==> config.mk <==
export PLATFORM = sky130hd
export DESIGN_NAME = game_flow_ctrl
export DESIGN_NICKNAME = d
export VERILOG_FILES = /design/src/rtl/game_flow_ctrl_pkg.sv /design/src/rtl/game_flow_ctrl_invuln.sv /design/src/rtl/game_flow_ctrl.sv
export SDC_FILE = /design/constraint.sdc
export NUM_CORES = 1
export LEC_CHECK = 0
export BUFFER_PORTS_ARGS = -buffer_cell sky130_fd_sc_hd__buf_2
export CORE_MARGIN = 8
export CORE_UTILIZATION = 26
export CTS_BUF_LIST = sky130_fd_sc_hd__clkbuf_4 sky130_fd_sc_hd__clkbuf_8 sky130_fd_sc_hd__clkbuf_16
export DETAILED_ROUTE_END_ITERATION = 8
export GPL_TIMING_DRIVEN = 0
export HOLD_SLACK_MARGIN = 0.1
export PLACE_DENSITY = 0.5
export SYNTH_ARGS = -nofsm -noshare
export SYNTH_HDL_FRONTEND = slang
export SYNTH_SLANG_ARGS = --single-unit
==> constraint.sdc <==
create_clock -name clk -period 6.4 [get_ports clk]
set_input_delay 0.64 -clock clk [delete_from_list [all_inputs] [get_ports clk]]
set_output_delay 0.64 -clock clk [all_outputs]
set_load 0.05 [all_outputs]
==> src/rtl/game_flow_ctrl_pkg.sv <==
// Shared definitions for the game sequencer: state codes, widths, score values.
// Latency: n/a (declarations only).
// Backpressure: n/a.
package game_flow_ctrl_pkg;

   localparam int STATE_W  = 3;
   localparam int LIFE_W   = 2;
   localparam int SCORE_W  = 16;
   localparam int N_ENM    = 4;
   localparam int ENM_PTS  = 100;
   localparam int BOSS_PTS = 1000;

   typedef enum logic [STATE_W-1:0] {
      ST_TITLE = 3'd0,
      ST_PLAY  = 3'd1,
      ST_BOSS  = 3'd2,
      ST_WIN   = 3'd3,
      ST_LOSE  = 3'd4
   } state_t;

   // Score plus increment, clamped at all-ones instead of wrapping.
   function automatic logic [SCORE_W-1:0] sat_add(input logic [SCORE_W-1:0] a,
                                                  input logic [SCORE_W:0]   b);
      logic [SCORE_W:0] sum;
      sum = {1'b0, a} + b;
      return sum[SCORE_W] ? {SCORE_W{1'b1}} : sum[SCORE_W-1:0];
   endfunction

endpackage

==> src/rtl/game_flow_ctrl_invuln.sv <==
// Tick-driven down-counter with a blink flag; used for player invulnerability and boss phases.
// Latency: load visible one clk later; active drops on the tick that reaches zero.
// Backpressure: none; load always wins over tick.
module invuln_timer #(
   parameter int CNT_W = 4
) (
   input  logic             clk,
   input  logic             rst,
   input  logic             tick,
   input  logic             load,
   input  logic [CNT_W-1:0] load_val,
   output logic             active,
   output logic             blink
);

   logic [CNT_W-1:0] cnt_q, cnt_d;
   logic             blink_q, blink_d;

   // Next count: load (including load of zero to cancel), else count down on tick while running.
   always_comb begin
      cnt_d   = cnt_q;
      blink_d = blink_q;
      if (load) begin
         cnt_d   = load_val;
         blink_d = 1'b1;
      end else if (tick && (cnt_q != '0)) begin
         cnt_d   = cnt_q - CNT_W'(1);
         blink_d = ~blink_q;
      end else if (cnt_q == '0) begin
         blink_d = 1'b1;
      end
   end

   // Counter and blink registers.
   always_ff @(posedge clk or negedge rst) begin
      if (!rst) begin
         cnt_q   <= '0;
         blink_q <= 1'b1;
      end else begin
         cnt_q   <= cnt_d;
         blink_q <= blink_d;
      end
   end

   assign active = (cnt_q != '0);
   assign blink  = blink_q;

endmodule

==> src/rtl/game_flow_ctrl.sv <==
// Game sequencer: title/play/boss/win/lose flow, lives, invulnerability blink, saturating score.
// Latency: state/life/score update one clk after the input; game_active/gameover one clk after state.
// Backpressure: none; all inputs are sampled every clk.
module game_flow_ctrl
   import game_flow_ctrl_pkg::*;
#(
   parameter int START_LIVES  = 3,
   parameter int INVULN_TICKS = 8,
   parameter int BANNER_TICKS = 32
) (
   input  logic                clk,
   input  logic                rst,
   input  logic                tick,
   input  logic                start_key,
   input  logic                shot,
   input  logic [N_ENM-1:0]    enm_alive,
   input  logic                boss_alive,
   input  logic [9:0]          bosshp,
   output logic [STATE_W-1:0]  state,
   output logic                game_active,
   output logic                gameover,
   output logic [LIFE_W-1:0]   life,
   output logic                reimuE,
   output logic                invuln,
   output logic [SCORE_W-1:0]  score,
   output logic                reset_req
);

   localparam int CNT_W = $clog2(INVULN_TICKS + 1);
   localparam int BAN_W = $clog2(BANNER_TICKS + 1);
   localparam int KIL_W = $clog2(N_ENM + 1);

   state_t             state_q, state_d;
   logic [LIFE_W-1:0]  life_q, life_d;
   logic [SCORE_W-1:0] score_q, score_d;
   logic [BAN_W-1:0]   banner_q, banner_d;
   logic               start_q;
   logic [N_ENM-1:0]   enm_q;
   logic               game_active_q, game_active_d;
   logic               gameover_q, gameover_d;
   logic               reset_req_q, reset_req_d;

   logic               tmr_load;
   logic [CNT_W-1:0]   tmr_load_val;
   logic               tmr_active;
   logic               tmr_blink;

   logic               start_rise;
   logic               in_play;
   logic               win;
   logic               hit;
   logic [N_ENM-1:0]   fall;
   logic [KIL_W-1:0]   kills;
   logic [SCORE_W:0]   add_pts;

   invuln_timer #(.CNT_W(CNT_W)) u_invuln (
      .clk      (clk),
      .rst      (rst),
      .tick     (tick),
      .load     (tmr_load),
      .load_val (tmr_load_val),
      .active   (tmr_active),
      .blink    (tmr_blink)
   );

   // Event decode: key edge, boss defeat, accepted hit, enemy kills this clk.
   always_comb begin
      start_rise = start_key & ~start_q;
      in_play    = (state_q == ST_PLAY) || (state_q == ST_BOSS);
      win        = (state_q == ST_BOSS) && boss_alive && (bosshp == 10'd0);
      // A boss defeat in the same clk as a hit takes precedence; the hit is dropped.
      hit        = in_play && shot && !tmr_active && !win;
      fall       = enm_q & ~enm_alive;
      kills      = '0;
      for (int i = 0; i < N_ENM; i++) begin
         kills = kills + KIL_W'(fall[i]);
      end
      add_pts = (SCORE_W+1)'(kills) * (SCORE_W+1)'(ENM_PTS)
              + (win ? (SCORE_W+1)'(BOSS_PTS) : '0);
   end

   // Next-state, lives, score, banner timer and invuln timer control.
   always_comb begin
      state_d      = state_q;
      life_d       = life_q;
      score_d      = score_q;
      banner_d     = '0;
      reset_req_d  = 1'b0;
      tmr_load     = 1'b0;
      tmr_load_val = '0;

      case (state_q)
         ST_TITLE: begin
            if (start_rise) begin
               state_d     = ST_PLAY;
               life_d      = LIFE_W'(START_LIVES);
               score_d     = '0;
               tmr_load    = 1'b1;
               reset_req_d = 1'b1;
            end
         end
         ST_PLAY: begin
            if (boss_alive) state_d = ST_BOSS;
         end
         ST_BOSS: begin
            if (win) state_d = ST_WIN;
         end
         ST_WIN, ST_LOSE: begin
            banner_d = banner_q;
            if (tick && (banner_q < BAN_W'(BANNER_TICKS))) banner_d = banner_q + BAN_W'(1);
            if (start_rise && (banner_q == BAN_W'(BANNER_TICKS))) state_d = ST_TITLE;
         end
         default: state_d = ST_TITLE;
      endcase

      if (hit) begin
         if (life_q > LIFE_W'(1)) begin
            life_d       = life_q - LIFE_W'(1);
            tmr_load     = 1'b1;
            tmr_load_val = CNT_W'(INVULN_TICKS);
         end else begin
            life_d  = '0;
            state_d = ST_LOSE;
         end
      end

      // Leaving play on a boss defeat cancels any running invulnerability.
      if (win) tmr_load = 1'b1;

      if (in_play) score_d = sat_add(score_q, add_pts);

      game_active_d = (state_q == ST_PLAY) || (state_q == ST_BOSS);
      gameover_d    = (state_q == ST_WIN) || (state_q == ST_LOSE);
   end

   // State, counters, edge-detect history and registered outputs.
   always_ff @(posedge clk or negedge rst) begin
      if (!rst) begin
         state_q       <= ST_TITLE;
         life_q        <= LIFE_W'(START_LIVES);
         score_q       <= '0;
         banner_q      <= '0;
         start_q       <= 1'b0;
         enm_q         <= '0;
         game_active_q <= 1'b0;
         gameover_q    <= 1'b0;
         reset_req_q   <= 1'b0;
      end else begin
         state_q       <= state_d;
         life_q        <= life_d;
         score_q       <= score_d;
         banner_q      <= banner_d;
         start_q       <= start_key;
         enm_q         <= enm_alive;
         game_active_q <= game_active_d;
         gameover_q    <= gameover_d;
         reset_req_q   <= reset_req_d;
      end
   end

   assign state       = state_q;
   assign life        = life_q;
   assign score       = score_q;
   assign game_active = game_active_q;
   assign gameover    = gameover_q;
   assign reset_req   = reset_req_q;
   assign invuln      = tmr_active;
   // Sprite only blinks during play; it is always shown on title and banner screens.
   assign reimuE      = in_play ? tmr_blink : 1'b1;

endmodule

==> flow_metrics.tcl, run 1 <==
set metrics [dict create \
    drive_above_1_share_pct 25.8 \
    die_w_um 113 \
    cp_slowest_cell "fa_1" \
    synth-main-ff-cell "dfrtp_1" \
    skew_ns 0.00680 \
    yosysTopAreaCellShare_pct 36.5 \
    rsz0062_at_grt "no" \
    hpwlAfterDp_um 4580 \
    min_period_ns 4.32 \
    cp-end-kind "flip-flop" \
    whs_ns 0.461 \
    dieArea_um2 12900 \
    yosysMostFrequentCell "dfrtp_1" \
    ios 46 \
    gp_congestion 0.798 \
    grt_max_degree 40 \
    clockBufferDepth 2 \
    numCtsBuffers 5 \
    hp-class "in -> reg" \
    vias 1942 \
    clk_latency_ns 0.29 \
    row_count 35 \
    hold_violations 0 \
    cts_resized 0 \
    io_buffers 45 \
    h-tree-depth 2 \
    dp_cells 408 \
    path_cells "buf_2 > nand2b_1 > fa_1 > inv_1 > ha_1 > fa_1 > fa_1 > ha_1 > a21o_1 > a21oi_1 > a21o_1 > a21oi_1 > buf_4 > a221o_1" \
    syn_nets 279 \
    stdcell_count 416 \
    yosys_register_bits 39 \
    period_share_pct 67.5 \
    finalSetupViolations 0 \
    synth.avg_cell_area_um2 10.6 \
    grt_pass1_vias 1987 \
    cts.sinks 39 \
    grt_pass1_wl_um 9870 \
    yosysTopAreaCell "dfrtp_1" \
    ys.warnings.count 0 \
    fin_nets 331 \
    power_density_nw_per_um2 452 \
    syn_to_final_growth_pct 19.3 \
    antenna_cells 0 \
    postCtsSetupBuffers 0 \
    cts_root_buf "clkbuf_8" \
    syn-cell-area_um2 2470 \
    ys_seq_area_share_pct 39.7 \
    synth-edff-count 0 \
    cts_tree "done" \
    drt-initial-drc-count 54 \
    clkSlewWorstSetupHoldPaths_ns 0.08 \
    slew_headroom_pct 40.6 \
    maxCapViolations 0 \
    cp.arrival_ns 4.50 \
    critPathMostFrequentCell "fa_1" \
    finalWirelength_um 5940 \
    rrSetupSlack_ns 2.29 \
    via_per_inst 4.67 \
    synth_common_cells "36 x dfrtp_1, 17 x inv_1, 17 x nand2_1, 17 x nor2_1, 16 x ha_1" \
    drt_first_pass_iters 4 \
    critPathRequiredTime_ns 6.58 \
    critPathMaxStageDelay_ns 0.56 \
    setup_tns_ns 0 \
    die_h_um 113 \
    holdBufCountCts 0 \
    async_reset_ff_share_pct 100 \
    syn_inst 234 \
    max-vdd-ir-drop_v 0.000176 \
    fmax_mhz 231 \
    wl_per_cell_um 14.3 \
    antenna_found_initial 0 \
    grt_overflow 0 \
    worstPathMaxFanout 10 \
    p_leak_nw 1.45 \
    drc_errors 0 \
    synthTopCellsByArea "dfrtp_1 36%, ha_1 8.1%, fa_1 7.3%" \
    ant_nets 0 \
    coreArea_um2 9240 \
    ys_types 51 \
    worst_pin_slew_ns 0.891 \
    status "finished, final reports clean" \
    start_kind "input port" \
    critPathKind "in -> reg" \
    drv_slew 0 \
    start_util_pct 26.7 \
    track_usage_pct 9.57 \
]
==> final timing paths <==
check / start / endpoint / cells past startpoint
setup / recovery: enm_alive[0] / score[2]$_DFFE_PN0P_ / 14
hold reg to reg: score[1]$_DFFE_PN0P_ / score[1]$_DFFE_PN0P_ / 1
min in group asynchronous: rst / banner_q[1]$_DFFE_PN0P_ / 1
hold / removal: enm_alive[1] / enm_q[1]$_DFF_PN0_ / 1
setup reg to reg: enm_q[0]$_DFF_PN0_ / score[2]$_DFFE_PN0P_ / 13
max in group asynchronous: rst / enm_q[1]$_DFF_PN0_ / 1
==> critical path, delay by kind of cell <==
family	cells	cell delay (ns)
AND/OR/NAND/NOR	1	0.16
AO/OA/AOI/OAI	5	1.09
adder cells (fa/ha/maj)	5	2.26
buffers and inverters	3	0.36
==> where the power goes <==
| group | switching [mW] | leakage [nW] | total (mW) | internal [mW] |
|---|---|---|---|---|
| logic | 0.509 | 0.910 | 0.775 | 0.266 |
| registers | 0.0581 | 0.490 | 0.383 | 0.325 |
| clock network | 0.0891 | 0.0491 | 0.174 | 0.0851 |
==> layout by cell type (no fill, tap or decap), types with 8 or more instances in the layout <==
cell type	synthesis	final
nor2_1	17	17
dfrtp_1	36	36
a21oi_1	14	14
ha_1	16	16
inv_1	17	17
nand2_1	17	17
a21o_1	8	8
a221o_1	8	8
fa_1	9	9
buf_2	2	47
==> metal layers <==
layer	wire length, um	global-route usage, %	vias up
met2	2600	14.4	48
met5	0	0	-
met3	315	2.54	10
li1	-	-	946
met4	84	3.46	0
met1	2930	12.8	938
==> per-stage QoR <==
step	total power [mW]	worst slack (ns)	utilization [%]	cell area, um2
after global routing	1.44	1.90	31.9	2950
after floorplan	0.991	2.25	-	2470
after global placement	1.16	1.79	30.9	2860
final	1.33	2.08	31.9	2950
after detailed placement	1.17	1.75	30.9	2860
after CTS	1.36	2.07	31.9	2950
==> layout make-up <==
type                    instances  area, um2
flip-flops and latches         39        980
repair buffers                 45        225
plain buffers                   7       55.1
multi-input cells             170       1360
well taps                     129        161
clock inverters                 1       5.00
fillers                       981       6290
inverters                      18       80.1
clock buffers                   7       83.8
==> sequential cells by signal, summed over array words and instances, names as in the netlist <==
name,cells
score,15
banner_q,6
enm_q,4
u_invuln.cnt_q,4
state,3
life,2
game_active,1
gameover,1
reset_req,1
start_q,1
u_invuln.blink,1
==> cells by family after synthesis <==
| group | share of synthesized area (%) |
|---|---|
| AOI/OAI and AO/OA | 17.4 |
| xor gates and xnor gates | 4.91 |
| adders and majority gates | 15.4 |
| buffers and inverters | 5.47 |
| DFF | 39.7 |
| muxes | 0.405 |
| and+or+nand+nor | 16.7 |
No activity file was read; power rests on OpenSTA's default activity.
==> inputs of run 2 (changes only) <==
==> constraint.sdc (replaced) <==
create_clock -name clk -period 4.1 [get_ports clk]
set_input_delay 0.41 -clock clk [delete_from_list [all_inputs] [get_ports clk]]
set_output_delay 0.41 -clock clk [all_outputs]
set_load 0.05 [all_outputs]
==> flow_metrics.tcl, run 2 (synthesis gave the netlist of run 1 again) <==
set metrics [dict create \
    worst_pin_slew_ns 0.892 \
    clk_latency_ns 0.29 \
    critPathMaxStageDelay_ns 0.56 \
    r2r_start "enm_q[0]$_DFF_PN0_" \
    min_period_ns 3.86 \
    layout_commonest_cell "buf_2" \
    holdPathStages 1 \
    regArea_um2 980 \
    finalWirelength_um 6030 \
    nFillCells 979 \
    p_leak_nw 1.46 \
    antenna_cells 0 \
    start_util_pct 26.7 \
    finalSetupViolations 0 \
    holdBufCountCts 0 \
    critPathMostFrequentCell "fa_1" \
    ios 46 \
    drt-initial-drc-count 62 \
    syn_to_final_growth_pct 21.9 \
    track_usage_pct 9.57 \
    power_density_nw_per_um2 710 \
    drive_above_1_share_pct 28.3 \
    die_h_um 113 \
    worstPathMaxFanout 5 \
    grt_pass1_wl_um 9870 \
    via_per_inst 4.66 \
    io_buffers 45 \
    clockBufferDepth 2 \
    ant_nets 0 \
    r2r_end "score[9]$_DFFE_PN0P_" \
    largest_reg_flops 15 \
    cp_slowest_cell "fa_1" \
    pre_cts_slack_ns -0.324 \
    crit_family "adder cells" \
    drv_slew 0 \
    antenna_found_initial 0 \
    status "finished, final reports clean" \
    total_power_mw 2.14 \
    layout_common_cells "47 x buf_2, 36 x dfrtp_1, 17 x nor2_1, 17 x inv_1, 17 x nand2_1" \
    wl_per_cell_um 14.4 \
    grt_overflow 0 \
    critPathKind "reg -> reg" \
    grt_max_degree 40 \
    cts.sinks 39 \
    cts_tree "done" \
    clkSlewWorstSetupHoldPaths_ns 0.08 \
    drt_first_pass_iters 4 \
    hp-class "in -> reg" \
    h-tree-depth 2 \
    row_count 35 \
    numCtsBuffers 5 \
    die_w_um 113 \
    cp.arrival_ns 4.05 \
    max-vdd-ir-drop_v 0.000275 \
    drc_errors 0 \
    gp_congestion 0.798 \
    path_cells "nand2b_1 > fa_1 > inv_1 > ha_2 > inv_1 > fa_1 > fa_1 > ha_1 > a21o_1 > a221oi_4 > buf_4 > xnor2_1 > a221o_1" \
    hpwlAfterDp_um 4580 \
    vias 1953 \
    critPathRequiredTime_ns 4.29 \
    slew_headroom_pct 40.6 \
    hold_violations 0 \
    coreArea_um2 9240 \
    cp_num_buf_inv 3 \
    min_from "enm_alive[1]" \
    fin_ws_ns 0.238 \
    multiInputGateArea_um2 1400 \
    grt_pass1_vias 1987 \
    rrSetupSlack_ns 0.24 \
    cp-end-kind "flip-flop" \
    skew_ns 0.00662 \
    period_share_pct 94.2 \
    cts_root_buf "clkbuf_8" \
    maxCapViolations 0 \
    rr_worst_depth 13 \
    holdPathEnd "enm_q[1]$_DFF_PN0_" \
    rsz0062_at_grt "no" \
    dieArea_um2 12900 \
    fin_nets 334 \
    start_kind "flip-flop" \
    fmax_mhz 259 \
]
## run 2: cell count changes in the layout (fill, tap and decap cells not counted), sizes merged
cell,before,now
buf,52,55
## run 2: what timing repair did
| action | 4_1_cts | 5_1_grt |
|---|---|---|
| resized for setup | 1 | 6 |
| pin swaps | 0 | 2 |
| setup buffers | 0 | 3 |
| endpoints found under the setup margin | 6 | 11 |
## run 2: worst max-delay path by stage
| stage | from | to | cells past startpoint |
|---|---|---|---|
| after CTS | enm_q[0]$_DFF_PN0_ | score[13]$_DFFE_PN0P_ | 13 |
| final | enm_q[0]$_DFF_PN0_ | score[9]$_DFFE_PN0P_ | 13 |
| after global placement | enm_alive[0] | score[5]$_DFFE_PN0P_ | 14 |
| after global routing | enm_q[0]$_DFF_PN0_ | score[9]$_DFFE_PN0P_ | 13 |
| after floorplan | enm_alive[0] | score[5]$_DFFE_PN0P_ | 13 |
| after detailed placement | enm_alive[0] | score[8]$_DFFE_PN0P_ | 14 |
## run 2: worst register-to-register path, delay by kind of cell, from the launching register on
family / cells / cell delay (ns)
AO/OA/AOI/OAI: 3 / 0.87
XOR/XNOR: 1 / 0.06
adder cells (fa/ha/maj): 5 / 2.15
buffers and inverters: 3 / 0.29
flip-flops: 1 / 0.33
AND/OR/NAND/NOR: 1 / 0.08
## run 2: metal layers
layer  part of all wire (%)  vias up  track usage [%]  wire [um]
met4                    1.4        0             3.46         84
met5                      0        -                0          0
li1                       -      953                -          -
met1                     49      944             12.8       2970
met3                    5.2       10             2.54        312
met2                     44       46             14.4       2670
## run 2: layout make-up
| type | count | area share, % |
|---|---|---|
| plain buffers | 7 | 1.83 |
| multi-input cells | 170 | 46.4 |
| flip-flops and latches | 39 | 32.5 |
| inverters | 18 | 2.66 |
| clock buffers | 7 | 2.78 |
| clock inverters | 1 | 0.166 |
| well taps | 129 | 5.36 |
| repair buffers | 48 | 8.23 |
## run 2: metrics by stage
step	instance area, um2	hold slack [ns]	setup TNS [ns]	util, %	instances
3_3_place_gp	2860	0.495	-2.80	30.9	408
5_1_grt	3010	0.218	0	32.6	419
6_report	3010	0.232	0	32.6	419
4_1_cts	2950	0.221	0	31.9	416
2_1_floorplan	2470	0.114	0	-	234
3_5_place_dp	2860	0.494	-3.35	30.9	408
## run 2: where the power goes
group          internal [mW]  leakage (nW)  switching, mW
sequential             0.507         0.490         0.0905
combinational          0.451         0.921          0.819
clock                  0.133        0.0491          0.139
total                   1.09          1.46           1.05
